[src/rtl/seq_det_pkg.sv]
// -----------------------------------------------------------------------------
// seq_det_pkg
// Shared definitions for the 101101 sequence-detector front end.
//   state_t        : serializer FSM states (IDLE, SHIFT)
//   MODE_MEALY/MOORE: encodings of the detector mode bit M
//   DEFAULT_WIDTH  : default serialized word width
// -----------------------------------------------------------------------------
package seq_det_pkg;

    typedef enum logic {
        IDLE  = 1'b0,
        SHIFT = 1'b1
    } state_t;

    localparam logic MODE_MEALY    = 1'b0;
    localparam logic MODE_MOORE    = 1'b1;
    localparam int   DEFAULT_WIDTH = 16;

endpackage

[src/rtl/sequence_bit_serializer_if.sv]
// -----------------------------------------------------------------------------
// seq_in_if
// Word input channel of the serializer.
//   in_data  : word to serialize (WIDTH bits)
//   in_mode  : detector mode travelling with the word (0 Mealy, 1 Moore)
//   in_valid : producer has a word
//   in_ready : consumer can take a word
// Handshake: a word transfers on a rising clk edge where in_valid && in_ready.
// in_ready is registered and never depends on in_valid in the same cycle; the
// producer keeps in_data/in_mode stable while in_valid is high and not yet
// accepted.
// Modports: master = word producer, slave = serializer.
// -----------------------------------------------------------------------------
interface seq_in_if #(
    parameter int WIDTH = 16
) ();

    logic [WIDTH-1:0] in_data;
    logic             in_mode;
    logic             in_valid;
    logic             in_ready;

    modport master (
        output in_data,
        output in_mode,
        output in_valid,
        input  in_ready
    );

    modport slave (
        input  in_data,
        input  in_mode,
        input  in_valid,
        output in_ready
    );

endinterface

[src/rtl/seq_hold_reg.sv]
// -----------------------------------------------------------------------------
// seq_hold_reg
// Single-entry holding register (data + mode) with a registered ready.
//   clk, reset : clock, synchronous active-high reset
//   i_flush    : synchronous discard of the held word
//   i_pop      : consumer takes the held word this edge
//   in_if      : word input channel (slave side)
//   o_valid    : a word is held
//   o_data     : held word
//   o_mode     : held mode bit
// in_ready is the register complement of o_valid, so a word can only be
// accepted when the entry is already empty at the start of the cycle; an
// accept and a pop therefore never coincide.
// -----------------------------------------------------------------------------
module seq_hold_reg #(
    parameter int WIDTH = 16
) (
    input  logic             clk,
    input  logic             reset,
    input  logic             i_flush,
    input  logic             i_pop,
    seq_in_if.slave          in_if,
    output logic             o_valid,
    output logic [WIDTH-1:0] o_data,
    output logic             o_mode
);

    logic             r_valid;
    logic             r_ready;
    logic [WIDTH-1:0] r_data;
    logic             r_mode;
    logic             w_accept;

    assign w_accept = in_if.in_valid && r_ready;

    always_ff @(posedge clk) begin
        if (reset || i_flush) begin
            r_valid <= 1'b0;
            r_ready <= 1'b1;
            r_data  <= '0;
            r_mode  <= 1'b0;
        end else if (w_accept) begin
            r_valid <= 1'b1;
            r_ready <= 1'b0;
            r_data  <= in_if.in_data;
            r_mode  <= in_if.in_mode;
        end else if (i_pop) begin
            r_valid <= 1'b0;
            r_ready <= 1'b1;
        end
    end

    assign in_if.in_ready = r_ready;
    assign o_valid        = r_valid;
    assign o_data         = r_data;
    assign o_mode         = r_mode;

endmodule

[src/rtl/sequence_bit_serializer.sv]
// -----------------------------------------------------------------------------
// sequence_bit_serializer
// Streams WIDTH-bit words one bit per clock onto the detector input X, with a
// holding register in front of the shifter so consecutive words run gaplessly.
// The mode bit M is latched with each word when it enters the shifter.
//   clk, reset : clock, synchronous active-high reset
//   in_if      : word input channel (in_data, in_mode, in_valid, in_ready)
//   abort      : synchronous flush of holding register and shifter
//   X          : serial bit (0 whenever x_valid is low)
//   M          : detector mode for the word currently shifting
//   x_valid    : X carries a data bit
//   busy       : holding register or shifter occupied
//   words_done : count of fully shifted words (wraps)
//   state_dbg  : current FSM state
// Build option: define SERIALIZER_LSB_FIRST_EN to emit LSB first
// (default is MSB first).
// -----------------------------------------------------------------------------
module sequence_bit_serializer
    import seq_det_pkg::*;
#(
    parameter int WIDTH = DEFAULT_WIDTH,
    parameter int CNT_W = 8
) (
    input  logic             clk,
    input  logic             reset,
    seq_in_if.slave          in_if,
    input  logic             abort,
    output logic             X,
    output logic             M,
    output logic             x_valid,
    output logic             busy,
    output logic [CNT_W-1:0] words_done,
    output state_t           state_dbg
);

    localparam int BC_W = $clog2(WIDTH);

    state_t           r_state;
    state_t           w_next_state;
    logic [WIDTH-1:0] r_shift;
    logic [BC_W-1:0]  r_bit_cnt;
    logic             r_mode;
    logic [CNT_W-1:0] r_words_done;

    logic             w_hold_valid;
    logic [WIDTH-1:0] w_hold_data;
    logic             w_hold_mode;
    logic             w_load;
    logic             w_last;
    logic             w_pop;
    logic [WIDTH-1:0] w_shifted;
    logic             w_out_bit;

    // An abort on the reload edge must not consume the held word: the flush
    // clears it anyway, and popping would be meaningless.
    assign w_pop = w_load && !abort;

    seq_hold_reg #(
        .WIDTH (WIDTH)
    ) u_hold (
        .clk     (clk),
        .reset   (reset),
        .i_flush (abort),
        .i_pop   (w_pop),
        .in_if   (in_if),
        .o_valid (w_hold_valid),
        .o_data  (w_hold_data),
        .o_mode  (w_hold_mode)
    );

`ifdef SERIALIZER_LSB_FIRST_EN
    assign w_shifted = {1'b0, r_shift[WIDTH-1:1]};
    assign w_out_bit = r_shift[0];
`else
    assign w_shifted = {r_shift[WIDTH-2:0], 1'b0};
    assign w_out_bit = r_shift[WIDTH-1];
`endif

    // Next-state / control
    always_comb begin
        w_next_state = r_state;
        w_load       = 1'b0;
        w_last       = 1'b0;
        case (r_state)
            IDLE: begin
                if (w_hold_valid) begin
                    w_load       = 1'b1;
                    w_next_state = SHIFT;
                end
            end
            SHIFT: begin
                if (r_bit_cnt == '0) begin
                    w_last = 1'b1;
                    // Reload straight from hold keeps the stream gapless.
                    if (w_hold_valid) begin
                        w_load       = 1'b1;
                        w_next_state = SHIFT;
                    end else begin
                        w_next_state = IDLE;
                    end
                end
            end
            default: w_next_state = IDLE;
        endcase
    end

    // State register, shifter, mode latch and word counter
    always_ff @(posedge clk) begin
        if (reset) begin
            r_state      <= IDLE;
            r_shift      <= '0;
            r_bit_cnt    <= '0;
            r_mode       <= MODE_MEALY;
            r_words_done <= '0;
        end else if (abort) begin
            // M and the word count survive an abort.
            r_state   <= IDLE;
            r_shift   <= '0;
            r_bit_cnt <= '0;
        end else begin
            r_state <= w_next_state;
            if (w_load) begin
                r_shift   <= w_hold_data;
                r_mode    <= w_hold_mode;
                r_bit_cnt <= BC_W'(WIDTH - 1);
            end else if (r_state == SHIFT) begin
                // After the last bit this leaves the shifter all zero.
                r_shift   <= w_shifted;
                r_bit_cnt <= r_bit_cnt - 1'b1;
            end
            if (w_last) begin
                r_words_done <= r_words_done + 1'b1;
            end
        end
    end

    assign x_valid    = (r_state == SHIFT);
    assign X          = x_valid && w_out_bit;
    assign M          = r_mode;
    assign busy       = w_hold_valid || (r_state == SHIFT);
    assign words_done = r_words_done;
    assign state_dbg  = r_state;

endmodule

[src/flat_wrapper.sv]
// flat-port wrapper written by rule: the top's interface ports become plain ports
module sequence_bit_serializer_flat import seq_det_pkg::*;
#(
    parameter int WIDTH = DEFAULT_WIDTH,
    parameter int CNT_W = 8
)
  (clk, reset, abort, X, M, x_valid, busy, words_done, state_dbg, in_if_in_data, in_if_in_mode, in_if_in_valid, in_if_in_ready);
  seq_in_if #(.WIDTH(WIDTH)) in_if_i ();
  input  logic clk;
  input  logic reset;
  input  logic abort;
  output logic X;
  output logic M;
  output logic x_valid;
  output logic busy;
  output logic [CNT_W-1:0] words_done;
  output state_t state_dbg;
  input wire logic [$bits(in_if_i.in_data)-1:0] in_if_in_data;
  input wire logic [$bits(in_if_i.in_mode)-1:0] in_if_in_mode;
  input wire logic [$bits(in_if_i.in_valid)-1:0] in_if_in_valid;
  output wire logic [$bits(in_if_i.in_ready)-1:0] in_if_in_ready;
  assign in_if_i.in_data = in_if_in_data;
  assign in_if_i.in_mode = in_if_in_mode;
  assign in_if_i.in_valid = in_if_in_valid;
  assign in_if_in_ready = in_if_i.in_ready;
  sequence_bit_serializer #(.WIDTH(WIDTH), .CNT_W(CNT_W)) u_core (.clk(clk), .reset(reset), .in_if(in_if_i), .abort(abort), .X(X), .M(M), .x_valid(x_valid), .busy(busy), .words_done(words_done), .state_dbg(state_dbg));
endmodule
[config.mk]
export PLATFORM = sky130hd
export DESIGN_NAME = sequence_bit_serializer_flat
export DESIGN_NICKNAME = d
export VERILOG_FILES = /design/src/rtl/seq_det_pkg.sv /design/src/rtl/sequence_bit_serializer_if.sv /design/src/rtl/seq_hold_reg.sv /design/src/rtl/sequence_bit_serializer.sv /design/src/flat_wrapper.sv
export SDC_FILE = /design/constraint.sdc
export NUM_CORES = 1
export LEC_CHECK = 0
export CAP_MARGIN = 25
export CORE_ASPECT_RATIO = 0.75
export CORE_MARGIN = 3
export CORE_UTILIZATION = 52
export DETAILED_ROUTE_END_ITERATION = 6
export GPL_TIMING_DRIVEN = 0
export HOLD_SLACK_MARGIN = 0.1
export PLACE_DENSITY = 0.82
export RECOVER_POWER = 100
export SYNTH_ARGS = -nofsm -noshare
export SYNTH_HDL_FRONTEND = slang
export SYNTH_SLANG_ARGS = --single-unit
[constraint.sdc]
create_clock -name clk -period 2.4 [get_ports clk]
set_clock_uncertainty 0.1 [all_clocks]
set_input_delay 0.48 -clock clk [delete_from_list [all_inputs] [get_ports clk]]
set_output_delay 0.48 -clock clk [all_outputs]
set_load 0.01 [all_outputs]
==> out/results.tsv <==
metric	value	unit
status	completed	
clock_latency	0.30	ns
drive_gt1_share	5.30	%
finalWorstSetupSlack	0.103	ns
clock_path_buffers	2	
fp.dieW	80.4	µm
dieHeight	61.8	µm
p_int	1130	µW
drc_errors	0	
grt_max_degree	15	
grt_pass1_wl	9010	µm
path_clk_slew	0.08	ns
period_share	95.7	%
startpoint_type	flop	
clkPwrFrac	32.1	%
final_cell_mix	dfxtp_1, nand2_1, a21oi_1	
synthCells	261	
min_from	u_core.u_hold.o_data[15]	
end_kind	output pin	
synth_seq_area_share	45.4	%
power_frac_seq	56.3	%
rows	19	
floorplan.initialDensity	56.4	%
max_freq	0.435	GHz
p_leak	0.000903	µW
reg2reg_slack	0.15	ns
num_vias	2069	
rsz0062_at_grt	no	
grtUsageTotal	24.0	%
io_buffers	34	
ant_nets	0	
grt_pass1_vias	1950	
synth_edf_count	0	
seqCellArea	981	µm²
ys_types	37	
htreeDepth	2	
finalMaxSlewViolations	0	
fin_area	2630	µm²
worstSetupPathType	reg2out	
nFillCells	343	
drt-initial-drc-count	97	
period_minus_slack	2.30	ns
tns	0	ns
swShare	24.9	%
antenna_found_initial	0	
num_antenna_cells	0	
core	3830	µm²
fin_nets	326	
ys_warn_count	0	
viasPerCell	5.84	
ys_ff_latch	49	
switching_power	375	µW
setup_viol	0	
power_density	574	nW/µm²
multiInputGateArea	1040	µm²
slowest_delay	0.49	ns
ir_worst_vdd	0.389	mV
path_max_fanout	10	
numCtsBuffers	5	
pre_cts_ws	-0.0450	ns
cp-startpoint	u_core.state_dbg	
hold_viol_final	0	
r2r_start	u_core.r_bit_cnt[0]	
wirelength	5440	µm
syn-num-nets	285	
synthFlopType	dfxtp_1	
hold_class	reg2reg	
critPathRequiredTime	1.82	ns
report.power.total	1510	µW
areaGrowthSynthToFinish	21.8	%
placed_area	2560	µm²
arrival	1.72	ns
drtPass1Iterations	4	
cp_slowest_cell	clkdlybuf4s50_1	
synth.avg_cell_area	8.27	µm²
cts_root_buf	clkbuf_8	
dpl.hpwl	3980	µm
wl_per_cell	15.4	µm
final_common_cell	dfxtp_1	
grt_overflow_total	0	
path_cells	clkbuf_4, nor2_1, inv_2, clkdlybuf4s50_1	
p_comb_share	11.6	%
maxCapViolations	0	
holdPathStages	2	
synth_area	2160	µm²
die_area	4970	µm²
rr_worst_depth	7	
tightest_slew	0.498	ns
cts_tree	built	
cts.sinks	49	
ys_async_sr_fraction	0	%
max-slew-margin-rel	66.8	%
top_level_ports	35	
gp_congestion	0.827	
## cells by family (layout without fill, tap and decap cells)
family | count (synthesis) | after routing | share of synthesized area, %
buffers and inverters | 28 | 69 | 5.62
adders and majority gates | 3 | 3 | 1.74
xor gates and xnor gates | 1 | 1 | 0.406
DFF | 49 | 49 | 45.4
AOI/OAI and AO/OA | 90 | 90 | 24.3
muxes | 3 | 3 | 1.51
and+or+nand+nor | 87 | 87 | 21.0
## power by group through the flow
stage | clock network (µW) | logic, µW | registers (µW)
after floorplan | 0 | 107 | 864
after global placement | 0 | 174 | 867
after detailed placement | 0 | 178 | 868
after CTS | 488 | 181 | 849
after global routing | 523 | 194 | 852
final | 485 | 174 | 849
## synth_stat cells (all sizes together) (3+ instances only)
cell type  instances  area (µm²)
a21oi             30         150
a31oi             16         100
buf                5        33.8
clkbuf            18        68.8
dfxtp             49         981
ha                 3        37.5
inv                4        15.0
nand2             41         154
nand2b             4        25.0
nand3             16        80.1
nor2               5        18.8
nor4               3        33.8
o211ai            16         120
o21ai             23         115
o31ai              4        30.0
or4                4        30.0
## final cells by class
cell class                      count  area share [%]
Buffer                             22            3.47
Clock buffer                        7            3.28
Inverter                            5           0.714
Multi-Input combinational cell    184            39.6
Sequential cell                    49            37.3
Tap cell                           52            2.47
Timing Repair Buffer               35            13.1
## per-stage QoR
| stage | utilization, % | std cells | hold slack [ns] |
|---|---|---|---|
| floorplan | - | 261 | 0.337 |
| global placement | 67.0 | 347 | 0.347 |
| detailed placement | 67.0 | 347 | 0.356 |
| CTS | 69.4 | 354 | 0.368 |
| global route | 68.7 | 354 | 0.387 |
| finish | 68.7 | 354 | 0.367 |
## per-layer routing
metal  part of all wire (%)  GRT usage (%)  vias to the layer above
li1                       -              -                     1027
met1                     49           33.8                      975
met2                     44           37.7                       60
met3                    6.2           5.04                        7
met4                   0.83           6.99                        0
met5                      0              0                        -
## final timing paths
kind,end
min reg2reg,u_core.u_hold.o_data[15]
min,u_core.u_hold.o_data[15]
max reg2reg,u_core.words_done[5]
max,busy
## sequential cells by signal (all words and copies together), names as in the netlist
name and cells:
u_core.u_hold.o_valid 1, u_core.r_shift 16, u_core.u_hold.o_mode 1, u_core.r_bit_cnt 4, u_core.u_hold.o_data 16, u_core.state_dbg 1, u_core.M 1, u_core.words_done 8
u_core.u_hold.in_if.in_ready 1
## worst max-delay path: cells and delay by family (launching register included)
| family | cells | cell delay (ns) |
|---|---|---|
| DFF | 1 | 0.36 |
| and+or+nand+nor | 1 | 0.27 |
| buffers and inverters | 3 | 0.79 |
## repair_timing
| item | in CTS | in global routing |
|---|---|---|
| setup buffers | 1 | 0 |
| setup endpoints to repair | 1 | 1 |
| endpoints found under the hold margin | 0 | 0 |
| hold buffers | 0 | 0 |
| gates resized for setup | 1 | 1 |
(Power assumes the default switching activity.)
